[src/rtl/cpu_pkg.sv]
// Shared definitions for the decode stage: opcode values, instruction field
// positions, FSM state encoding and the decoded-field bundle.
package cpu_pkg;

    localparam logic [5:0] OP_ALU_R  = 6'h00;
    localparam logic [5:0] OP_ALU_I  = 6'h01;
    localparam logic [5:0] OP_LOAD   = 6'h02;
    localparam logic [5:0] OP_STORE  = 6'h03;
    localparam logic [5:0] OP_BRANCH = 6'h04;
    localparam logic [5:0] OP_JUMP   = 6'h05;
    localparam logic [5:0] OP_NOP    = 6'h3F;

    localparam int OPC_MSB  = 31;
    localparam int RD_MSB   = 25;
    localparam int RS1_MSB  = 20;
    localparam int RS2_MSB  = 15;
    localparam int IMM_MSB  = 15;
    localparam int JOFF_MSB = 25;

    typedef enum logic [1:0] {
        S_IDLE = 2'd0,
        S_WAIT = 2'd1,
        S_HOLD = 2'd2,
        S_DROP = 2'd3
    } state_t;

    typedef struct packed {
        logic [5:0]  opcode;
        logic [4:0]  rd;
        logic [4:0]  rs1;
        logic [4:0]  rs2;
        logic [31:0] imm;
        logic        illegal;
    } dec_t;

    function automatic logic signed [31:0] sext16(input logic [15:0] v);
        logic signed [15:0] s;
        s = $signed(v);
        return 32'(s);
    endfunction

    function automatic logic signed [31:0] sext28(input logic [27:0] v);
        logic signed [27:0] s;
        s = $signed(v);
        return 32'(s);
    endfunction

endpackage

[src/rtl/decode_if.sv]
// Fetch-side and execute-side signal bundle of the decode stage.
interface decode_if;
    logic        o_fetch_enable;
    logic [31:0] o_fetch_pc;
    logic [31:0] i_fetch_instruction;
    logic        i_fetch_completed;
    logic        i_flush;
    logic [31:0] i_flush_pc;
    logic        o_valid;
    logic        i_ready;
    logic [31:0] o_pc;
    logic [5:0]  o_opcode;
    logic [4:0]  o_rd;
    logic [4:0]  o_rs1;
    logic [4:0]  o_rs2;
    logic [31:0] o_imm;
    logic        o_illegal;

    modport master (
        output o_fetch_enable, o_fetch_pc, o_valid, o_pc, o_opcode,
               o_rd, o_rs1, o_rs2, o_imm, o_illegal,
        input  i_fetch_instruction, i_fetch_completed, i_flush, i_flush_pc, i_ready
    );

    modport slave (
        input  o_fetch_enable, o_fetch_pc, o_valid, o_pc, o_opcode,
               o_rd, o_rs1, o_rs2, o_imm, o_illegal,
        output i_fetch_instruction, i_fetch_completed, i_flush, i_flush_pc, i_ready
    );
endinterface

[src/rtl/decode_fields.sv]
// Combinational instruction splitter: extracts register fields and builds the
// immediate for the opcode class; unknown opcodes are flagged illegal.
module decode_fields
    import cpu_pkg::*;
(
    input  logic [31:0] instr_i,
    output dec_t        dec_o
);

    always_comb begin
        dec_o         = '0;
        dec_o.opcode  = instr_i[OPC_MSB -: 6];
        dec_o.rd      = instr_i[RD_MSB -: 5];
        dec_o.rs1     = instr_i[RS1_MSB -: 5];
        dec_o.rs2     = instr_i[RS2_MSB -: 5];
        dec_o.imm     = '0;
        dec_o.illegal = 1'b0;
        case (instr_i[OPC_MSB -: 6])
            OP_ALU_R, OP_NOP: dec_o.imm = '0;
            OP_ALU_I, OP_LOAD, OP_STORE, OP_BRANCH:
                dec_o.imm = sext16(instr_i[IMM_MSB -: 16]);
            // Jump offset is a word offset; scale to bytes before extending.
            OP_JUMP: dec_o.imm = sext28({instr_i[JOFF_MSB -: 26], 2'b00});
            default: dec_o.illegal = 1'b1;
        endcase
    end

endmodule

[src/rtl/decode.sv]
// Decode stage: sequences the fetch unit, registers decoded fields of each
// completed instruction and offers them to execute through a one-entry slot.
module decode
    import cpu_pkg::*;
#(
    parameter logic [31:0] RESET_PC = 32'h0000_0000
) (
    input  logic     clk,
    input  logic     reset,
    decode_if.master bus
);

    state_t      state_q;
    logic        fetch_en_q;
    logic [31:0] fetch_pc_q;
    logic        valid_q;
    logic [31:0] pc_q;
    dec_t        fields_d;
    dec_t        fields_q;

    decode_fields u_fields (
        .instr_i (bus.i_fetch_instruction),
        .dec_o   (fields_d)
    );

    always_ff @(posedge clk) begin
        if (!reset) begin
            state_q    <= S_IDLE;
            fetch_en_q <= 1'b0;
            fetch_pc_q <= RESET_PC;
            valid_q    <= 1'b0;
            pc_q       <= '0;
            fields_q   <= '0;
        end else if (bus.i_flush) begin
            valid_q    <= 1'b0;
            fetch_pc_q <= bus.i_flush_pc;
            case (state_q)
                S_WAIT: begin
                    // A fetch still in flight must be drained before redirecting.
                    if (bus.i_fetch_completed) begin
                        fetch_en_q <= 1'b1;
                        state_q    <= S_WAIT;
                    end else begin
                        fetch_en_q <= 1'b0;
                        state_q    <= S_DROP;
                    end
                end
                S_DROP: state_q <= S_DROP;
                default: begin
                    fetch_en_q <= 1'b1;
                    state_q    <= S_WAIT;
                end
            endcase
        end else begin
            case (state_q)
                S_IDLE: begin
                    fetch_en_q <= 1'b1;
                    state_q    <= S_WAIT;
                end
                S_WAIT: begin
                    if (bus.i_fetch_completed) begin
                        fields_q   <= fields_d;
                        pc_q       <= fetch_pc_q;
                        valid_q    <= 1'b1;
                        fetch_en_q <= 1'b0;
                        fetch_pc_q <= fetch_pc_q + 32'd4;
                        state_q    <= S_HOLD;
                    end
                end
                S_HOLD: begin
                    if (valid_q && bus.i_ready) begin
                        valid_q    <= 1'b0;
                        fetch_en_q <= 1'b1;
                        state_q    <= S_WAIT;
                    end
                end
                S_DROP: begin
                    if (bus.i_fetch_completed) begin
                        fetch_en_q <= 1'b1;
                        state_q    <= S_WAIT;
                    end
                end
                default: state_q <= S_IDLE;
            endcase
        end
    end

    assign bus.o_fetch_enable = fetch_en_q;
    assign bus.o_fetch_pc     = fetch_pc_q;
    assign bus.o_valid        = valid_q;
    assign bus.o_pc           = pc_q;
    assign bus.o_opcode       = fields_q.opcode;
    assign bus.o_rd           = fields_q.rd;
    assign bus.o_rs1          = fields_q.rs1;
    assign bus.o_rs2          = fields_q.rs2;
    assign bus.o_imm          = fields_q.imm;
    assign bus.o_illegal      = fields_q.illegal;

endmodule

[src/flat_wrapper.sv]
// flat-port wrapper written by rule: the top's interface ports become plain ports
module decode_flat import cpu_pkg::*;
#(
    parameter logic [31:0] RESET_PC = 32'h0000_0000
)
  (clk, reset, bus_o_fetch_enable, bus_o_fetch_pc, bus_o_valid, bus_o_pc, bus_o_opcode, bus_o_rd, bus_o_rs1, bus_o_rs2, bus_o_imm, bus_o_illegal, bus_i_fetch_instruction, bus_i_fetch_completed, bus_i_flush, bus_i_flush_pc, bus_i_ready);
  decode_if bus_i ();
  input  logic clk;
  input  logic reset;
  output wire logic [$bits(bus_i.o_fetch_enable)-1:0] bus_o_fetch_enable;
  output wire logic [$bits(bus_i.o_fetch_pc)-1:0] bus_o_fetch_pc;
  output wire logic [$bits(bus_i.o_valid)-1:0] bus_o_valid;
  output wire logic [$bits(bus_i.o_pc)-1:0] bus_o_pc;
  output wire logic [$bits(bus_i.o_opcode)-1:0] bus_o_opcode;
  output wire logic [$bits(bus_i.o_rd)-1:0] bus_o_rd;
  output wire logic [$bits(bus_i.o_rs1)-1:0] bus_o_rs1;
  output wire logic [$bits(bus_i.o_rs2)-1:0] bus_o_rs2;
  output wire logic [$bits(bus_i.o_imm)-1:0] bus_o_imm;
  output wire logic [$bits(bus_i.o_illegal)-1:0] bus_o_illegal;
  input wire logic [$bits(bus_i.i_fetch_instruction)-1:0] bus_i_fetch_instruction;
  input wire logic [$bits(bus_i.i_fetch_completed)-1:0] bus_i_fetch_completed;
  input wire logic [$bits(bus_i.i_flush)-1:0] bus_i_flush;
  input wire logic [$bits(bus_i.i_flush_pc)-1:0] bus_i_flush_pc;
  input wire logic [$bits(bus_i.i_ready)-1:0] bus_i_ready;
  assign bus_o_fetch_enable = bus_i.o_fetch_enable;
  assign bus_o_fetch_pc = bus_i.o_fetch_pc;
  assign bus_o_valid = bus_i.o_valid;
  assign bus_o_pc = bus_i.o_pc;
  assign bus_o_opcode = bus_i.o_opcode;
  assign bus_o_rd = bus_i.o_rd;
  assign bus_o_rs1 = bus_i.o_rs1;
  assign bus_o_rs2 = bus_i.o_rs2;
  assign bus_o_imm = bus_i.o_imm;
  assign bus_o_illegal = bus_i.o_illegal;
  assign bus_i.i_fetch_instruction = bus_i_fetch_instruction;
  assign bus_i.i_fetch_completed = bus_i_fetch_completed;
  assign bus_i.i_flush = bus_i_flush;
  assign bus_i.i_flush_pc = bus_i_flush_pc;
  assign bus_i.i_ready = bus_i_ready;
  decode #(.RESET_PC(RESET_PC)) u_core (.clk(clk), .reset(reset), .bus(bus_i));
endmodule
[config.mk]
export PLATFORM = sky130hd
export DESIGN_NAME = decode_flat
export DESIGN_NICKNAME = d
export VERILOG_FILES = /design/src/rtl/cpu_pkg.sv /design/src/rtl/decode_if.sv /design/src/rtl/decode_fields.sv /design/src/rtl/decode.sv /design/src/flat_wrapper.sv
export SDC_FILE = /design/constraint.sdc
export NUM_CORES = 1
export LEC_CHECK = 0
export CAP_MARGIN = 25
export CORE_MARGIN = 5
export CORE_UTILIZATION = 48
export CTS_BUF_LIST = sky130_fd_sc_hd__clkbuf_2 sky130_fd_sc_hd__clkbuf_4 sky130_fd_sc_hd__clkbuf_8
export CTS_CLUSTER_SIZE = 40
export DETAILED_ROUTE_END_ITERATION = 8
export PLACE_DENSITY = 0.8
export SYNTH_ARGS = -nofsm -noshare
export SYNTH_HDL_FRONTEND = slang
export SYNTH_HIERARCHICAL = 1
export SYNTH_SLANG_ARGS = --single-unit
[constraint.sdc]
create_clock -name clk -period 2.3 [get_ports clk]
set_input_delay 0.345 -clock clk [delete_from_list [all_inputs] [get_ports clk]]
set_output_delay 0.345 -clock clk [all_outputs]
set_load 0.1 [all_outputs]
-- Word-level counts from Yosys, hierarchy flattened
Index checks and enable logic that the tools add are counted.
- output and inout bits: 120
- register bits after elaboration: 122
- reductions and logical operators: 14
- mux-type cells: 21
- bitwise logic cells: 2
- eq/ne operators: 16
- add/subtract/negate cells: 1
- operator list (cell ; count):
    two-way mux 32 bit ; 3
    case mux 32 bit (2 select lines) ; 1
    adder 32 x 3 -> 32 bit (second input constant) ; 1
    == test 6 x 2 -> 1 bit (second input constant) ; 2
    == test 6 x 3 -> 1 bit (second input constant) ; 2
    two-way mux 2 bit ; 5
    AND reduction 3 bit ; 3
    case mux 2 bit (4 select lines) ; 1
    two-way mux 1 bit ; 7
    OR reduction 7 bit ; 1
    == test 6 x 1 -> 1 bit (second input constant) ; 1
    == test 6 bit (second input constant) ; 1
    logical NOT 6 bit ; 1
    != test 2 bit (second input constant) ; 3
    != test 3 bit (second input constant) ; 2
    nonzero test 2 bit ; 3
    == test 2 bit (second input constant) ; 2
    case mux 1 bit (2 select lines) ; 2
    case mux 1 bit (4 select lines) ; 1
    case mux 2 bit (2 select lines) ; 1
    AND reduction 4 bit ; 1
    OR reduction 4 bit ; 1
    != test 3 x 2 -> 1 bit (second input constant) ; 1
    == test 2 x 1 -> 1 bit (second input constant) ; 1
    other kinds (6) ; 7

-- Logic depth before layout (Yosys ltp)
Gate-level depths: netlist of run 1.
- depth after elaboration: 4
- depth in mapped cells: 8
- mapped depth without buffers: 5

-- Hierarchy
Netlist of run 1, hierarchy kept.
- by module, submodules not included (module ; cells an instance ; seq. area each (sq um) ; area an instance (sq um) ; times used):
    decode ; 667 ; 2442.3 ; 5165.0 ; 1
    decode_fields ; 69 ; 0.0 ; 568.0 ; 1

-- Least setup slack after synthesis of run 1
Ideal clock, no wire load.
- kind: reg2reg
- from: reg u_core.fetch_pc_q[17], in the netlist u_core/bus.o_fetch_pc[17]
- to: reg u_core.fetch_pc_q[24], in the netlist u_core/bus.o_fetch_pc[24]
- stages on the path, launching flop included: 5
- arrival time: 2445 ps
- library setup time: 122 ps
- path slack: -266 ps
- path buffers: 0
- path through: dfxtp_1 > nand4_1 > or4_4 > o31a_1 > a221o_1
- word-level cells in the longest chain between the ends: 4
- RTL lines (item ; RTL line ; text):
    start, declared ; decode.sv:15 ; logic [31:0] fetch_pc_q;
    start signal, assigned ; decode.sv:36 ; fetch_pc_q <= bus.i_flush_pc;
    start signal, assigned ; decode.sv:66 ; fetch_pc_q <= fetch_pc_q + 32'd4;
    adder 32 x 3 -> 32 bit ; decode.sv:66 ;
    two-way mux 32 bit ; decode.sv:61 ; if (bus.i_fetch_completed) begin
    two-way mux 32 bit ; decode.sv:55 ; case (state_q)
    two-way mux 32 bit ; decode.sv:34 ; end else if (bus.i_flush) begin
No other way between the ends. The select of a mux whose other input is x is not followed.
A chain may end at the register's enable or synchronous reset.

-- Worst setup path in the final report of run 1
- from: reg u_core.fetch_pc_q[9], in the netlist u_core/bus.o_fetch_pc[9]
- to: reg u_core.fetch_pc_q[18], in the netlist u_core/bus.o_fetch_pc[18]
The elaborated chain is that of the path after synthesis.

==> reports/qor.log, run 1 <==
[yosys] multiplexer area fraction after synthesis 0.6984%
[power] total leakage power 3.019 nW
[yosys] dominant combinational cell family by area after synthesis simple AND/OR/NAND/NOR gates
[layout] number of nets in the layout 951
[yosys] syn_nets 806
[clock_network] CTS sink cnt 122
[timing] Final Hold Violating Endpoints 0
[setup_path] endpoint of the lowest-slack register-to-register path u_core/bus.o_fetch_pc[18]
[setup_path] critical path startpoint u_core/bus.o_fetch_pc[9]
[yosys] mean instance size in the synthesized netlist 7.789 um2
[timing] final sum of negative setup slack 0 ns
[timing] highest clock rate 519.2 MHz
[floorplan] Initial Utilization 48.33%
[setup_path] FF-to-FF setup slack 0.37 ns
[drt] number of nets with antenna violations after routing 0
[yosys] number of flops mapped to enable cells by yosys 0
[clock_network] level count of the clock H-tree 4
[layout] fill count 1027
[yosys] number of warnings issued by yosys 6
[timing] relative slew slack 69.54%
[placed_design] Final Wtd Congestion 0.8505
[clock_network] clock transition at the registers of the reported paths 0.07 ns
[setup_path] kind of start point of the critical path flop
[global_routing] total global routing overflow 0
[layout] Post-Route Utilization 64.98%
[yosys] synthesized-area fraction occupied by ao, oa, aoi and oai cells 20.38%
[layout] fraction of layout cells with a size suffix above 1 22.93%
[yosys] library cells used by synthesis 59
[timing] post-route fraction of the period consumed by the critical path 83.74%
[floorplan] number of rows in the core area 40
[yosys] top cell type by total area after synthesis dfxtp_1
[yosys] Mapped Area 5733 um2
[clock_network] deepest clock path buffer count 2
[drt] DR vias 5770
[clock_network] Root Buffer Master clkbuf_8
[timing] number of pins exceeding their max-slew limit in the final report 0
[yosys] most frequently used flop master after synthesis dfxtp_1
[power] total power per unit cell area 679.4 nW/um2
[global_routing] global-route wire length before repair 27.17 mm
[drt] detailed-route DRC error count 0
[setup_path] startpoint of the lowest-slack register-to-register path u_core/bus.o_fetch_pc[9]
[timing] setup violators final 0
[floorplan] vertical extent of the die 119.3 um
[hold_path] worst hold-check path type flop to flop
[yosys] Mapped Cells 736
[floorplan] chip width 119.3 um
[yosys] number of storage elements in the synthesis netlist 122
[placed_design] # port buffers 188
[setup_path] CP endpoint u_core/bus.o_fetch_pc[18]
[clock_network] number of buffers inserted during clock tree synthesis 17
[yosys] ys async rst share 0%
[placed_design] placed wire-length estimate 12.18 mm
[timing] Period minus WS final 1.926 ns
[floorplan] Top Ports 189
[power] peak supply drop 391.6 uV
[setup_path] Crit path arrival time 2.27 ns
[global_routing] via count of the first global-routing pass 5509
[setup_path] peak fanout along the critical path 10
[drt] via count normalized by instance count 5.543
[yosys] area share of fa/ha/maj cells after synthesis 0.2182%
[timing] Clock Skews 0.01070 ns
[clock_network] number of buffers inserted by post-CTS setup repair 0
[setup_path] classification of the worst setup path flop to flop
[drt] violation count after the first detailed-routing iteration 424
[layout] Synth-to-Final Area Change 34.44%
[run] max-cap violation count 0
[floorplan] die area 14230 um2
[clock_network] clock latency of the later-clocked register in the worst-skew pair 0.43 ns
[drt] detail-routed net length per standard cell 16.30 um
[yosys] Synth top area share 42.60%
[clock_network] hold buffer count at cts 0
[timing] unrepaired setup endpoints after global routing false
[global_routing] antenna violations before repair 0
[yosys] XOR/XNOR share of the synthesized area 1.528%
[setup_path] cell depth of the worst flop-to-flop path 4
[clock_network] CTS-repair resized insts 0
[global_routing] gr usage total 23.22%
[yosys] synthesized-area fraction occupied by and/or/nand/nor cells 26.39%
[drt] total detailed-routing wirelength 16.97 mm
[timing] actual slew at the worst max-slew pin 0.4562 ns
[yosys] top cells by area in the synthesized netlist dfxtp_1 (43%), nand2_1 (13%), a21oi_1 (8.7%)
[clock_network] CTS tree built
[setup_path] CP Capture Type flop
[global_routing] pin count of the biggest net entering global routing 65
[outcome] run status complete, no violations
[floorplan] area inside the core boundary 11860 um2
[drt] DRT Pass-1 Iters 5
[layout] Antenna diodes 0
[setup_path] data required time at the worst endpoint 2.65 ns
[yosys] share of synthesized area occupied by flip-flops and latches 42.60%
-- final cells by class --
| class | count | area [um2] | area share [%] |
|---|---|---|---|
| flip-flops and latches | 122 | 2462 | 31.95 |
| repair buffers | 210 | 1797 | 23.31 |
| well taps | 147 | 183.9 | 2.386 |
| multi-input cells | 525 | 2841 | 36.87 |
| clock inverters | 7 | 90.09 | 1.169 |
| clock buffers | 25 | 312.8 | 4.058 |
| inverters | 5 | 20.02 | 0.2597 |
-- sequential cells by signal, summed over array words and instances (netlist names), 2 cells and up --
signal and flops:
u_core/bus.o_fetch_pc 32, u_core/bus.o_imm 32, u_core/bus.o_pc 32, u_core/bus.o_opcode 6
u_core/bus.o_rd 5, u_core/bus.o_rs1 5, u_core/bus.o_rs2 5, u_core/state_q 2
-- cells by family (layout without fill, tap and decap cells) --
group	after synthesis	count (layout)
and+or+nand+nor	315	315
buffers and inverters	89	247
DFF	122	122
adders and majority gates	1	1
xor gates and xnor gates	10	10
AOI/OAI and AO/OA	195	195
muxes	4	4
-- cells in the final DEF, fill, tap and decap left out, types with 10 or more instances in the layout --
cell / Yosys / layout
nor2_1: 17 / 17
clkbuf_8: 0 / 20
a21oi_1: 100 / 100
nand3_1: 19 / 19
a22o_1: 13 / 13
clkdlybuf4s50_1: 0 / 68
a31oi_1: 13 / 13
buf_4: 27 / 138
nand2_1: 200 / 200
o21ai_1: 12 / 12
dfxtp_1: 122 / 106
o21ai_0: 19 / 19
a21o_1: 10 / 10
dfxtp_2: 0 / 16
nor3_1: 14 / 14
-- power by group --
part,leakage (nW),internal (mW),switching [mW]
clock network,0.207,1.10,0.809
logic,1.81,0.302,0.732
registers,0.998,2.19,0.103
total,3.02,3.59,1.64
-- cell usage after synthesis, drive strengths merged, types with 3 or more instances --
library cell	instances
a211oi	3
a21o	12
a21oi	100
a221o	6
a22o	13
a311oi	3
a31oi	13
and2	4
and3	8
and4	5
and4b	3
buf	37
clkbuf	47
dfxtp	122
inv	5
mux2i	4
nand2	200
nand2b	3
nand3	21
nand4	10
nor2	17
nor3	16
nor4	6
o21ai	31
o31ai	5
or3	8
or4	6
xnor2	8
-- worst max-delay path: stages (launching register included) --
cell	delay, ns
dfxtp_2	0.43
nand4_4	0.17
or3_1	0.55
or4_1	0.51
a31oi_1	0.19
-- per-layer routing --
layer | up-vias | track usage, % | share of wire (%)
met5 | - | 0 | 0
met4 | 0 | 9.993 | 2.0
met3 | 28 | 6.790 | 7.8
met2 | 231 | 37.37 | 49
met1 | 2673 | 28.89 | 41
li1 | 2838 | - | -
-- stage by stage --
stage | instance area [um2] | hold WS (ns) | instances | total power [mW] | setup slack (ns)
floorplan | 5753 | 0.4888 | 736 | 3.052 | 0.01041
global placement | 7305 | 0.4435 | 1009 | 3.352 | 0.2139
detailed placement | 7305 | 0.4477 | 1009 | 3.365 | 0.1255
CTS | 7707 | 0.4570 | 1041 | 5.284 | 0.3819
global route | 7707 | 0.4721 | 1041 | 5.435 | 0.2846
finish | 7707 | 0.4561 | 1041 | 5.236 | 0.3740
-- worst min path at each step --
stage,from,endpoint,slack (ns),cells after the start
floorplan,bus_i_flush_pc[4],u_core/bus.o_fetch_pc[4],0.49,2
global placement,u_core/bus.o_pc[22],u_core/bus.o_pc[22],0.44,2
detailed placement,u_core/bus.o_pc[31],u_core/bus.o_pc[31],0.45,2
CTS,u_core/bus.o_opcode[0],u_core/bus.o_opcode[0],0.46,2
global route,u_core/bus.o_opcode[0],u_core/bus.o_opcode[0],0.47,2
finish,u_core/bus.o_opcode[0],u_core/bus.o_opcode[0],0.46,2
No activity file was read; power rests on OpenSTA's default activity.
==> run 2, diff against run 1 <==
--- a/config.mk
+++ b/config.mk
@@ -7,11 +7,11 @@
 export LEC_CHECK = 0
 export CAP_MARGIN = 25
 export CORE_MARGIN = 5
-export CORE_UTILIZATION = 48
+export CORE_UTILIZATION = 43
 export CTS_BUF_LIST = sky130_fd_sc_hd__clkbuf_2 sky130_fd_sc_hd__clkbuf_4 sky130_fd_sc_hd__clkbuf_8
 export CTS_CLUSTER_SIZE = 40
 export DETAILED_ROUTE_END_ITERATION = 8
-export PLACE_DENSITY = 0.8
+export PLACE_DENSITY = 0.76
 export SYNTH_ARGS = -nofsm -noshare
 export SYNTH_HDL_FRONTEND = slang
 export SYNTH_HIERARCHICAL = 1
==> constraint.sdc (replaced) <==
create_clock -name clk -period 1.65 [get_ports clk]
set_input_delay 0.2475 -clock clk [delete_from_list [all_inputs] [get_ports clk]]
set_output_delay 0.2475 -clock clk [all_outputs]
set_load 0.1 [all_outputs]
==> run 2 against run 1 <==
Against the previous run: the run now ends with negative setup slack left; sequential share of layout area shrank 6.7 points; power grew 52%; combinational power grew 86%; cell area grew 30%; worst hold slack lost 0.071 ns; critical path depth is the same; die area grew 11%; critical path type unchanged; largest cell class is now buffers.
==> reports/qor.log, run 2 (synthesis gave the netlist of run 1 again) <==
[outcome] run status complete, but fails checks [was complete, no violations]
[outcome] failing checks negative setup slack
[power] peak supply drop 566.3 uV [was 391.6 uV]
[timing] post-route fraction of the period consumed by the critical path 101.9% [was 83.74%]
[layout] Post-Route Utilization 76.18% [was 64.98%]
[global_routing] via count of the first global-routing pass 5835 [was 5509]
[floorplan] chip width 125.5 um [was 119.3 um]
[setup_path] Max stage delay cell, worst path or4_4 [was or3_1]
[clock_network] Root Buffer Master clkbuf_8 [unchanged]
[placed_design] area post-placement 9442 um2 [was 7305 um2]
[setup_path] worst stage delay on the critical path 0.57 ns [was 0.55 ns]
[global_routing] total global routing overflow 0 [unchanged]
[setup_path] cells traversed along the worst timing path nand4_1, or4_4, o31a_1, a221o_1 [was nand4_4, or3_1, or4_1, a31oi_1]
[layout] number of nets in the layout 1018 [was 951]
[global_routing] pin count of the biggest net entering global routing 57 [was 65]
[timing] relative slew slack 71.91% [was 69.54%]
[drt] detailed-route DRC error count 0 [unchanged]
[drt] via count normalized by instance count 5.497 [was 5.543]
[timing] Final Hold Slack 0.3851 ns [was 0.4561 ns]
[floorplan] Top Ports 189 [unchanged]
[clock_network] CTS tree built [unchanged]
[layout] leading cell type in the layout, fill and taps excluded nand2_1 [unchanged]
[layout] Antenna diodes 0 [unchanged]
[setup_path] peak fanout along the critical path 2 [was 10]
[layout] Final Instance Area 10010 um2 [was 7707 um2]
[global_routing] fraction of met1 tracks used by global routing 28.27% [was 28.89%]
[setup_path] cell depth of the worst flop-to-flop path 4 [unchanged]
[layout] Synth-to-Final Area Change 74.57% [was 34.44%]
[drt] DRT Pass-1 Iters 6 [was 5]
[drt] detail-routed net length per standard cell 17.19 um [was 16.30 um]
[placed_design] placed wire-length estimate 13.93 mm [was 12.18 mm]
[placed_design] Final Wtd Congestion 0.8243 [was 0.8505]
[global_routing] GR Util met2 39.02% [was 37.37%]
[power] total power per unit cell area 793.2 nW/um2 [was 679.4 nW/um2]
[drt] total detailed-routing wirelength 19.55 mm [was 16.97 mm]
[clock_network] clock transition at the registers of the reported paths 0.08 ns [was 0.07 ns]
[power] overall power consumption 7.938 mW [was 5.236 mW]
[setup_path] Largest delay share family, worst path simple AND/OR/NAND/NOR gates [unchanged]
[timing] setup violators final 4 [was 0]
[timing] number of pins exceeding their max-slew limit in the final report 0 [unchanged]
[timing] final sum of negative setup slack -0.07145 ns [was 0 ns]
[power] total leakage power 3.784 nW [was 3.019 nW]
[setup_path] classification of the worst setup path flop to flop [unchanged]
[hold_path] worst hold path endpoint u_core/bus.o_rd[2] [was u_core/bus.o_opcode[0]]
[clock_network] clock latency of the later-clocked register in the worst-skew pair 0.45 ns [was 0.43 ns]
[hold_path] cell depth of the worst hold path 3 [was 2]
[timing] Clock Skews 0.01247 ns [was 0.01070 ns]
[hold_path] start point of the worst min-delay path bus_i_fetch_instruction[23] [was u_core/bus.o_opcode[0]]
[placed_design] worst slack at placement -0.3385 ns [was 0.1255 ns]
[clock_network] hold buffer count at cts 0 [unchanged]
[global_routing] gr usage total 23.54% [was 23.22%]
[floorplan] Initial Utilization 43.64% [was 48.33%]
[layout] fraction of layout cells with a size suffix above 1 30.49% [was 22.93%]
[clock_network] level count of the clock H-tree 4 [unchanged]
[global_routing] antenna violations before repair 0 [unchanged]
[layout] most frequent cells in the layout nand2_1 (198), buf_12 (132), a21oi_1 (100) [was nand2_1 (200), buf_4 (138), dfxtp_1 (106)]
[setup_path] data required time at the worst endpoint 1.98 ns [was 2.65 ns]
[setup_path] kind of start point of the critical path flop [unchanged]
[placed_design] Placed Instances 1092 [was 1009]
[global_routing] global-route wire length before repair 30.21 mm [was 27.17 mm]
[timing] actual slew at the worst max-slew pin 0.4214 ns [was 0.4562 ns]
[layout] fill count 893 [was 1027]
[clock_network] deepest clock path buffer count 2 [unchanged]
[drt] violation count after the first detailed-routing iteration 572 [was 424]
[clock_network] CTS sink cnt 122 [unchanged]
[floorplan] vertical extent of the die 125.5 um [was 119.3 um]
[setup_path] FF-to-FF setup slack -0.03 ns [was 0.37 ns]
[global_routing] met3 demand-to-capacity share in global routing 7.036% [was 6.790%]
[placed_design] # port buffers 188 [unchanged]
[floorplan] die area 15740 um2 [was 14230 um2]
[timing] highest clock rate 594.5 MHz [was 519.2 MHz]
[timing] final worst slack -0.03205 ns [was 0.3740 ns]
[timing] unrepaired setup endpoints after global routing true [was false]
[run] max-cap violation count 0 [unchanged]
[floorplan] area inside the core boundary 13140 um2 [was 11860 um2]
[hold_path] worst hold-check path type primary input to flop [was flop to flop]
[timing] Final Hold Violating Endpoints 0 [unchanged]
[drt] DR vias 6250 [was 5770]
[setup_path] Crit path buffers/inverters 0 [unchanged]
[setup_path] startpoint of the lowest-slack register-to-register path u_core/bus.o_fetch_pc[20] [was u_core/bus.o_fetch_pc[9]]
[setup_path] endpoint of the lowest-slack register-to-register path u_core/bus.o_fetch_pc[24] [was u_core/bus.o_fetch_pc[18]]
[floorplan] number of rows in the core area 42 [was 40]
[setup_path] CP Capture Type flop [unchanged]
[global_routing] gr busiest metal met2 [unchanged]
[timing] Period minus WS final 1.682 ns [was 1.926 ns]
[clock_network] number of buffers inserted during clock tree synthesis 17 [unchanged]
[drt] number of nets with antenna violations after routing 0 [unchanged]
[setup_path] Crit path arrival time 2.02 ns [was 2.27 ns]
[layout] final instance count without filler cells 1137 [was 1041]
[run 2: changes by cell type in the layout (fill, tap and decap cells not counted), sizes merged]
cell      delta
bufinv       +1
inv          +1
clkinvlp     -1
buf         +66
or3          +1
clkinv       +3
clkbuf       -4
[run 2: worst reg2reg max path: cells and delay by family, from the launching register on]
kind / cells / cell delay [ns]
and+or+nand+nor: 2 / 0.71
AOI/OAI and AO/OA: 2 / 0.52
DFF: 1 / 0.34
[run 2: layout make-up]
type	count	area [um2]	share of cell area, %
clock inverter	11	141.4	1.413
timing repair buffer	276	3899	38.96
tap	176	220.2	2.200
multi-input combinational	526	2913	29.10
sequential	122	2526	25.24
inverter	5	20.02	0.2000
clock buffer	21	289.0	2.888
[run 2: where the power goes]
group | internal [mW] | switching, mW | total, mW
Sequential | 3.03 | 0.115 | 3.15
Clock | 1.65 | 1.22 | 2.87
Combinational | 0.770 | 1.15 | 1.92
Total | 5.45 | 2.49 | 7.94
[run 2: worst max-delay path by stage]
stage	slack, ns	cells past startpoint	to	startpoint
finish	-0.03	4	u_core/bus.o_fetch_pc[24]	u_core/bus.o_fetch_pc[20]
global route	-0.08	5	u_core/bus.o_fetch_pc[27]	u_core/bus.o_fetch_pc[11]
CTS	-0.02	4	u_core/bus.o_fetch_pc[24]	u_core/bus.o_fetch_pc[20]
detailed placement	-0.34	7	u_core/bus.o_imm[21]	bus_i_fetch_instruction[30]
global placement	-0.28	7	u_core/bus.o_imm[21]	bus_i_fetch_instruction[30]
floorplan	-0.28	5	u_core/bus.o_fetch_pc[27]	u_core/bus.o_fetch_pc[8]
[run 2: metal layers]
layer | vias to the layer above | wire length, um
met2 | 299 | 9574
met4 | 0 | 622
met1 | 2931 | 7796
met5 | - | 0
met3 | 53 | 1552
li1 | 2967 | -
[run 2: repair_timing]
action	in CTS	in global routing
setup endpoints to repair	4	12
cloned	0	2
buffers inserted	2	9
gates resized for setup	1	9
pin swaps	3	1
==> run 3, diff against run 2 <==
--- a/config.mk
+++ b/config.mk
@@ -12,6 +12,7 @@
 export CTS_CLUSTER_SIZE = 40
 export DETAILED_ROUTE_END_ITERATION = 8
 export PLACE_DENSITY = 0.76
+export SLEW_MARGIN = 10
 export SYNTH_ARGS = -nofsm -noshare
 export SYNTH_HDL_FRONTEND = slang
 export SYNTH_HIERARCHICAL = 1
==> results of run 3 <==
No change in the layout: final DEF, timing and power equal those of run 2.
